<file path="src/rtl/snake_move_sched_pkg.sv">
// snake_move_sched_pkg: direction codes, FSM states and direction helpers shared by the snake blocks.
// Contents:
//   dir_t       3-bit direction codes as driven by move_input
//   state_t     scheduler FSM states
//   opposite()  direction that would be a 180-degree reversal
//   dir_legal() 1 when a raw code may load the pending direction
package snake_move_sched_pkg;

    typedef enum logic [2:0] {
        DIR_NONE  = 3'd0,
        DIR_LEFT  = 3'd1,
        DIR_RIGHT = 3'd2,
        DIR_UP    = 3'd3,
        DIR_DOWN  = 3'd4
    } dir_t;

    typedef enum logic [1:0] {
        S_IDLE = 2'd0,
        S_RUN  = 2'd1,
        S_STEP = 2'd2,
        S_OVER = 2'd3
    } state_t;

    function automatic logic [2:0] opposite(input dir_t d);
        return d == DIR_LEFT  ? DIR_RIGHT :
               d == DIR_RIGHT ? DIR_LEFT  :
               d == DIR_UP    ? DIR_DOWN  :
               d == DIR_DOWN  ? DIR_UP    : DIR_NONE;
    endfunction

    // Codes 0 and 5-7 never load; a reversal of the committed direction is dropped.
    function automatic logic dir_legal(input logic [2:0] code, input dir_t cur);
        return code >= 3'd1 && code <= 3'd4 && code != opposite(cur);
    endfunction

endpackage

</file>
<file path="src/rtl/snake_move_sched_if.sv">
// snake_move_sched_if: control and status bundle between the game logic and the head scheduler.
// Signals:
//   start, dir_in[2:0], eat          game logic -> scheduler
//   head_x[XW], head_y[YW], cur_dir,
//   length[8], step, running,
//   game_over                        scheduler -> game logic
// Modports: master (game logic side), slave (scheduler side).
interface snake_move_sched_if #(
    parameter int XW = 5,
    parameter int YW = 5
);
    logic          start;
    logic [2:0]    dir_in;
    logic          eat;
    logic [XW-1:0] head_x;
    logic [YW-1:0] head_y;
    logic [2:0]    cur_dir;
    logic [7:0]    length;
    logic          step;
    logic          running;
    logic          game_over;

    modport master (
        output start, dir_in, eat,
        input  head_x, head_y, cur_dir, length, step, running, game_over
    );

    modport slave (
        input  start, dir_in, eat,
        output head_x, head_y, cur_dir, length, step, running, game_over
    );
endinterface

</file>
<file path="src/rtl/snake_move_sched_tick_div.sv">
// snake_move_sched_tick_div: enable-gated modulo-TICK_DIV counter with a terminal-count flag.
// Ports:
//   clk    in  system clock, rising edge
//   reset  in  asynchronous, active-high; clears the count
//   en     in  count enable (scheduler RUN state)
//   tc     out high while the count sits at TICK_DIV-1
module snake_move_sched_tick_div #(
    parameter int TICK_DIV = 5_000_000
) (
    input  logic clk,
    input  logic reset,
    input  logic en,
    output logic tc
);
    localparam int CW = $clog2(TICK_DIV);

    logic [CW-1:0] cnt;

    assign tc = cnt == CW'(TICK_DIV - 1);

    // Wrapping on the RUN->STEP edge leaves the count at 0 through STEP and OVER,
    // so a restart from OVER always begins a full tick.
    always_ff @(posedge clk or posedge reset) begin
        if (reset)
            cnt <= '0;
        else if (en)
            cnt <= tc ? '0 : cnt + 1'b1;
    end
endmodule

</file>
<file path="src/rtl/snake_move_sched.sv">
// snake_move_sched: snake head scheduler; filters reversals, commits one move per tick, detects walls, tracks length.
// Ports:
//   clk    in  system clock, rising edge
//   reset  in  asynchronous, active-high; returns everything to IDLE values
//   bus    slave side of snake_move_sched_if:
//          start/dir_in/eat in; head_x/head_y/cur_dir/length/step/running/game_over out (all registered)
module snake_move_sched
    import snake_move_sched_pkg::*;
#(
    parameter int TICK_DIV = 5_000_000,
    parameter int GRID_W   = 32,
    parameter int GRID_H   = 24,
    parameter int XW       = 5,
    parameter int YW       = 5,
    parameter int START_X  = 4,
    parameter int START_Y  = 4,
    parameter int LEN_INIT = 3,
    parameter int LEN_MAX  = 255
) (
    input logic               clk,
    input logic               reset,
    snake_move_sched_if.slave bus
);
    state_t        state;
    dir_t          cur_dir, pend_dir;
    logic [XW-1:0] hx, nx;
    logic [YW-1:0] hy, ny;
    logic [7:0]    len;
    logic          step, running, game_over;
    logic          tc, wall, active;

    snake_move_sched_tick_div #(.TICK_DIV(TICK_DIV)) u_tick (
        .clk   (clk),
        .reset (reset),
        .en    (state == S_RUN),
        .tc    (tc)
    );

    assign active = state == S_RUN || state == S_STEP;

    always_comb begin
        nx   = pend_dir == DIR_LEFT ? hx - 1'b1 : pend_dir == DIR_RIGHT ? hx + 1'b1 : hx;
        ny   = pend_dir == DIR_UP   ? hy - 1'b1 : pend_dir == DIR_DOWN  ? hy + 1'b1 : hy;
        wall = (pend_dir == DIR_LEFT  && hx == '0) ||
               (pend_dir == DIR_RIGHT && hx == XW'(GRID_W - 1)) ||
               (pend_dir == DIR_UP    && hy == '0) ||
               (pend_dir == DIR_DOWN  && hy == YW'(GRID_H - 1));
    end

    always_ff @(posedge clk or posedge reset) begin
        if (reset) begin
            state     <= S_IDLE;
            hx        <= XW'(START_X);
            hy        <= YW'(START_Y);
            cur_dir   <= DIR_RIGHT;
            pend_dir  <= DIR_RIGHT;
            len       <= 8'(LEN_INIT);
            step      <= 1'b0;
            running   <= 1'b0;
            game_over <= 1'b0;
        end else begin
            step <= 1'b0;
            case (state)
                S_IDLE, S_OVER: if (bus.start) begin
                    state     <= S_RUN;
                    hx        <= XW'(START_X);
                    hy        <= YW'(START_Y);
                    cur_dir   <= DIR_RIGHT;
                    pend_dir  <= DIR_RIGHT;
                    len       <= 8'(LEN_INIT);
                    running   <= 1'b1;
                    game_over <= 1'b0;
                end
                S_RUN: if (tc) state <= S_STEP;
                S_STEP: if (wall) begin
                    state     <= S_OVER;
                    running   <= 1'b0;
                    game_over <= 1'b1;
                end else begin
                    state   <= S_RUN;
                    hx      <= nx;
                    hy      <= ny;
                    cur_dir <= pend_dir;
                    step    <= 1'b1;
                end
                default: state <= S_IDLE;
            endcase
            // Reversal is judged against the committed direction, so a perpendicular
            // turn followed by the opposite of the current heading cannot slip through.
            if (active && dir_legal(bus.dir_in, cur_dir))
                pend_dir <= dir_t'(bus.dir_in);
            if (active && bus.eat && len != 8'(LEN_MAX))
                len <= len + 8'd1;
        end
    end

    assign bus.head_x    = hx;
    assign bus.head_y    = hy;
    assign bus.cur_dir   = cur_dir;
    assign bus.length    = len;
    assign bus.step      = step;
    assign bus.running   = running;
    assign bus.game_over = game_over;
endmodule
</file>
<file path="src/flat_wrapper.sv">
// flat-port wrapper written by rule: the top's interface ports become plain ports
module snake_move_sched_flat import snake_move_sched_pkg::*;
#(
    parameter int TICK_DIV = 5_000_000,
    parameter int GRID_W   = 32,
    parameter int GRID_H   = 24,
    parameter int XW       = 5,
    parameter int YW       = 5,
    parameter int START_X  = 4,
    parameter int START_Y  = 4,
    parameter int LEN_INIT = 3,
    parameter int LEN_MAX  = 255
)
  (clk, reset, bus_start, bus_dir_in, bus_eat, bus_head_x, bus_head_y, bus_cur_dir, bus_length, bus_step, bus_running, bus_game_over);
  snake_move_sched_if #(.XW(XW), .YW(YW)) bus_i ();
  input logic clk;
  input logic reset;
  input wire logic [$bits(bus_i.start)-1:0] bus_start;
  input wire logic [$bits(bus_i.dir_in)-1:0] bus_dir_in;
  input wire logic [$bits(bus_i.eat)-1:0] bus_eat;
  output wire logic [$bits(bus_i.head_x)-1:0] bus_head_x;
  output wire logic [$bits(bus_i.head_y)-1:0] bus_head_y;
  output wire logic [$bits(bus_i.cur_dir)-1:0] bus_cur_dir;
  output wire logic [$bits(bus_i.length)-1:0] bus_length;
  output wire logic [$bits(bus_i.step)-1:0] bus_step;
  output wire logic [$bits(bus_i.running)-1:0] bus_running;
  output wire logic [$bits(bus_i.game_over)-1:0] bus_game_over;
  assign bus_i.start = bus_start;
  assign bus_i.dir_in = bus_dir_in;
  assign bus_i.eat = bus_eat;
  assign bus_head_x = bus_i.head_x;
  assign bus_head_y = bus_i.head_y;
  assign bus_cur_dir = bus_i.cur_dir;
  assign bus_length = bus_i.length;
  assign bus_step = bus_i.step;
  assign bus_running = bus_i.running;
  assign bus_game_over = bus_i.game_over;
  snake_move_sched #(.TICK_DIV(TICK_DIV), .GRID_W(GRID_W), .GRID_H(GRID_H), .XW(XW), .YW(YW), .START_X(START_X), .START_Y(START_Y), .LEN_INIT(LEN_INIT), .LEN_MAX(LEN_MAX)) u_core (.clk(clk), .reset(reset), .bus(bus_i));
endmodule
</file>
<file path="config.mk">
export PLATFORM = sky130hd
export DESIGN_NAME = snake_move_sched_flat
export DESIGN_NICKNAME = d
export VERILOG_FILES = /design/src/rtl/snake_move_sched_pkg.sv /design/src/rtl/snake_move_sched_if.sv /design/src/rtl/snake_move_sched_tick_div.sv /design/src/rtl/snake_move_sched.sv /design/src/flat_wrapper.sv
export SDC_FILE = /design/constraint.sdc
export NUM_CORES = 1
export LEC_CHECK = 0
export CAP_MARGIN = 20
export CORE_ASPECT_RATIO = 2
export CORE_MARGIN = 2
export CORE_UTILIZATION = 30
export DETAILED_ROUTE_END_ITERATION = 8
export GPL_TIMING_DRIVEN = 0
export SLEW_MARGIN = 40
export SYNTH_ARGS = -nofsm -noshare
export SYNTH_HDL_FRONTEND = slang
export SYNTH_HIERARCHICAL = 1
export SYNTH_SLANG_ARGS = --single-unit
</file>
<file path="constraint.sdc">
create_clock -name clk -period 2.3 [get_ports clk]
set_input_delay 0.345 -clock clk [delete_from_list [all_inputs] [get_ports clk]]
set_output_delay 0.345 -clock clk [all_outputs]
set_load 0.02 [all_outputs]
</file>
==> flow_metrics.py <==
metrics = {
    "power": {
        "total_power_mw": 2.49,
        "leakage_nw": 1.58,
        "ir_worst_vdd_mv": 0.368,
        "p_per_area_mw_per_mm2": 625,
    },
    "sta": {
        "final.setup_skew_ns": 0.00730,
        "tns_ns": 0,
        "fin_ws_ns": 0.0790,
        "fmaxAchievable_mhz": 450,
        "setup_viol_count_final": 0,
        "slew_violations": 0,
        "hold_viol": 0,
        "tightest_slew_ns": 0.655,
        "max_slew_margin_pct": 56.3,
        "fin_crit_sh_pct": 96.6,
        "post-route-min-period_ns": 2.22,
        "holdWs_ns": 0.456,
    },
    "cells_and_area": {
        "final_layout_size_suffix_gt1_share_pct": 18.3,
        "postLayoutCellArea_sq_mm": 0.00399,
        "syn2layout_area_growth_pct": 26.9,
        "post-route-util_pct": 39.3,
        "fin_nets": 396,
        "finalNonFillerCells": 512,
        "fill_cells": 1060,
        "n_antenna_cell": 0,
    },
    "place": {
        "dp.cells": 497,
        "gp_congestion": 0.837,
        "portBuffers": 30,
        "placed_area_sq_mm": 0.00361,
        "hpwl_um": 6180,
        "dp_slack_ns": -0.109,
    },
    "clock_tree": {
        "cts_tree": "yes",
        "clk_pin_slew_ns": 0.07,
        "clk_latency_ns": 0.29,
        "cts.sinks": 52,
        "numCtsBuffers": 5,
        "h-tree-depth": 2,
        "cts-root-buf": "clkbuf_16",
        "ctsLongestPathBuffers": 2,
    },
    "synthesis": {
        "ys_seq_area_share_pct": 41.7,
        "synth_top_area_cell": "dfrtp_1",
        "synthCells": 332,
        "post-synth-top-count-cell": "dfrtp_1",
        "syn_nets": 352,
        "synth-async-reset-ratio_pct": 100,
        "synth_seq_cells": 52,
        "synth_edf_count": 0,
        "synthFlopType": "dfrtp_1",
        "netlist.area_leader.share_pct": 36.7,
        "yosys-top-cells-area": "dfrtp_1 (37%), dfstp_2 (5.0%), xnor2_1 (4.7%)",
        "synth_warnings": 6,
        "syn_area_per_cell_sq_um": 9.46,
        "synth_area_sq_mm": 0.00314,
        "synthTopCellsByCount": "dfrtp_1 (46), nand2_1 (24), a21oi_1 (23), inv_1 (23), nor2_1 (21)",
        "synth.distinct_cells": 68,
    },
    "grt": {
        "grt_pass1_wl_um": 13300,
        "overflow": 0,
        "grt_pass1_vias": 2801,
        "antenna_found_initial": 0,
        "grt_max_degree": 30,
        "grt_util_all_layers_pct": 14.6,
    },
    "critical_path": {
        "rr_startpoint": "u_core/pend_dir[1]",
        "critPathLaunch": "u_core/pend_dir[1]",
        "crit_chain": "buf_4 > nor2b_4 > nand2b_4 > fa_2 > nand2b_1 > a21oi_2 > mux2_2 > a41oi_1 > a21boi_2",
        "cp.required_ns": 2.52,
        "rr_worst_depth": 9,
        "r2r_slack_ns": 0.08,
        "worstPathMaxFanout": 4,
        "r2r-end": "u_core/bus.head_x[4]",
        "crit_path_start_kind": "flop",
        "crit_slowest_cell": "dfstp_2",
        "crit_type": "reg -> reg",
        "critical-path-max-stage-delay_ns": 0.39,
        "endpoint": "u_core/bus.head_x[4]",
        "worst_ep_arrival_time_ns": 2.45,
        "end_kind": "flop",
    },
    "floorplan": {
        "core_area_sq_mm": 0.0101,
        "rows": 52,
        "die_w_um": 76.3,
        "die_h_um": 149,
        "die_area_sq_mm": 0.0114,
        "initial_core_util_pct": 30.9,
        "ioPinCount": 31,
    },
    "routing": {
        "wl_per_cell_um": 16.2,
        "ant_nets": 0,
        "first_iter_violations": 157,
        "wirelength_um": 8290,
        "drc_errors": 0,
        "drt_pass1_iterations": 4,
        "vias": 2704,
        "viasPerCell": 5.28,
    },
    "job": {
        "drv_cap": 0,
    },
    "outcome": {
        "status": "completed",
    },
    "hold_path": {
        "min_path_type": "in -> async",
    },
}
[report_power, final]
part,internal (mW),switching (mW)
clock,0.734,0.341
sequential,0.967,0.0500
combinational,0.187,0.212
[cell usage in the layout, fill, tap and decap left out, types with 4 or more instances in the layout]
master / Yosys / routed
o21ai_1: 4 / 4
nand4_1: 11 / 11
o31ai_1: 5 / 5
nand2b_1: 10 / 8
nor4_1: 4 / 4
a21oi_1: 23 / 21
buf_4: 0 / 7
nand3_1: 15 / 15
inv_1: 23 / 19
ha_1: 11 / 8
clkdlybuf4s50_1: 0 / 30
nor3_1: 12 / 9
xnor2_1: 17 / 17
clkbuf_16: 0 / 5
clkbuf_1: 5 / 4
nor2_1: 21 / 21
inv_2: 0 / 4
and3_1: 4 / 4
dfstp_2: 6 / 6
o21ai_0: 13 / 13
dfrtp_1: 46 / 44
and2_1: 4 / 4
nand2_1: 24 / 23
[layout make-up]
type | count | area, sq um | area share [%]
Clock buffer | 5 | 125 | 3.14
Multi-Input combinational cell | 249 | 1810 | 45.4
Buffer | 8 | 41.3 | 1.04
Tap cell | 135 | 169 | 4.24
Inverter | 23 | 86.3 | 2.17
Sequential cell | 52 | 1310 | 32.9
Clock inverter | 3 | 90.1 | 2.26
Timing Repair Buffer | 37 | 353 | 8.85
[kinds of logic (layout without fill, tap and decap cells)]
logic type | after synthesis | in the layout | share of synthesized area [%]
AND/OR/NAND/NOR | 136 | 136 | 24.9
AO/OA/AOI/OAI | 76 | 76 | 16.7
flip-flops | 52 | 52 | 41.7
buffers and inverters | 31 | 76 | 4.02
XOR/XNOR | 19 | 19 | 5.30
adder cells (fa/ha/maj) | 13 | 13 | 5.66
multiplexers | 5 | 5 | 1.67
[worst max-delay path, delay by kind of cell (launching register included)]
family                     cells  cell delay [ns]
AOI/OAI and AO/OA              3             0.52
adders and majority gates      1             0.34
buffers and inverters          1             0.15
DFF                            1             0.39
muxes                          1             0.36
and+or+nand+nor                3             0.39
[metal layers]
| layer | share of wire, % | GRT usage [%] | up-vias | wire length [um] |
|---|---|---|---|---|
| li1 | - | - | 1284 | - |
| met1 | 34 | 13.6 | 1335 | 2800 |
| met2 | 59 | 29.9 | 61 | 4910 |
| met3 | 2.9 | 2.00 | 24 | 238 |
| met4 | 4.0 | 7.36 | 0 | 331 |
| met5 | 0 | 0 | - | 0 |
[what timing repair did]
item                                    CTS  global route
pin swaps                                 0             2
gates resized for setup                   8            16
endpoints found under the setup margin    9            15
cloned                                    0             0
hold buffers                              0             0
buffers inserted                          1             6
endpoints found under the hold margin     0             0
[flip-flops by register name, indices dropped and copies added (netlist names)]
signal                count
u_core/u_tick/cnt        23
u_core/bus.length         8
u_core/bus.head_x         5
u_core/bus.head_y         5
u_core/bus.cur_dir        3
u_core/pend_dir           3
u_core/state              2
u_core/bus.game_over      1
u_core/bus.running        1
u_core/bus.step           1
[worst min path at each step]
stage / startpoint / end / cells after the start
floorplan: reset / u_core/u_tick/cnt[0] / 1
global placement: u_core/bus.length[0] / u_core/bus.length[0] / 2
detailed placement: u_core/bus.length[0] / u_core/bus.length[0] / 2
CTS: reset / u_core/u_tick/cnt[4] / 2
global route: reset / u_core/u_tick/cnt[1] / 2
finish: reset / u_core/u_tick/cnt[1] / 2
(Power assumes the default switching activity.)
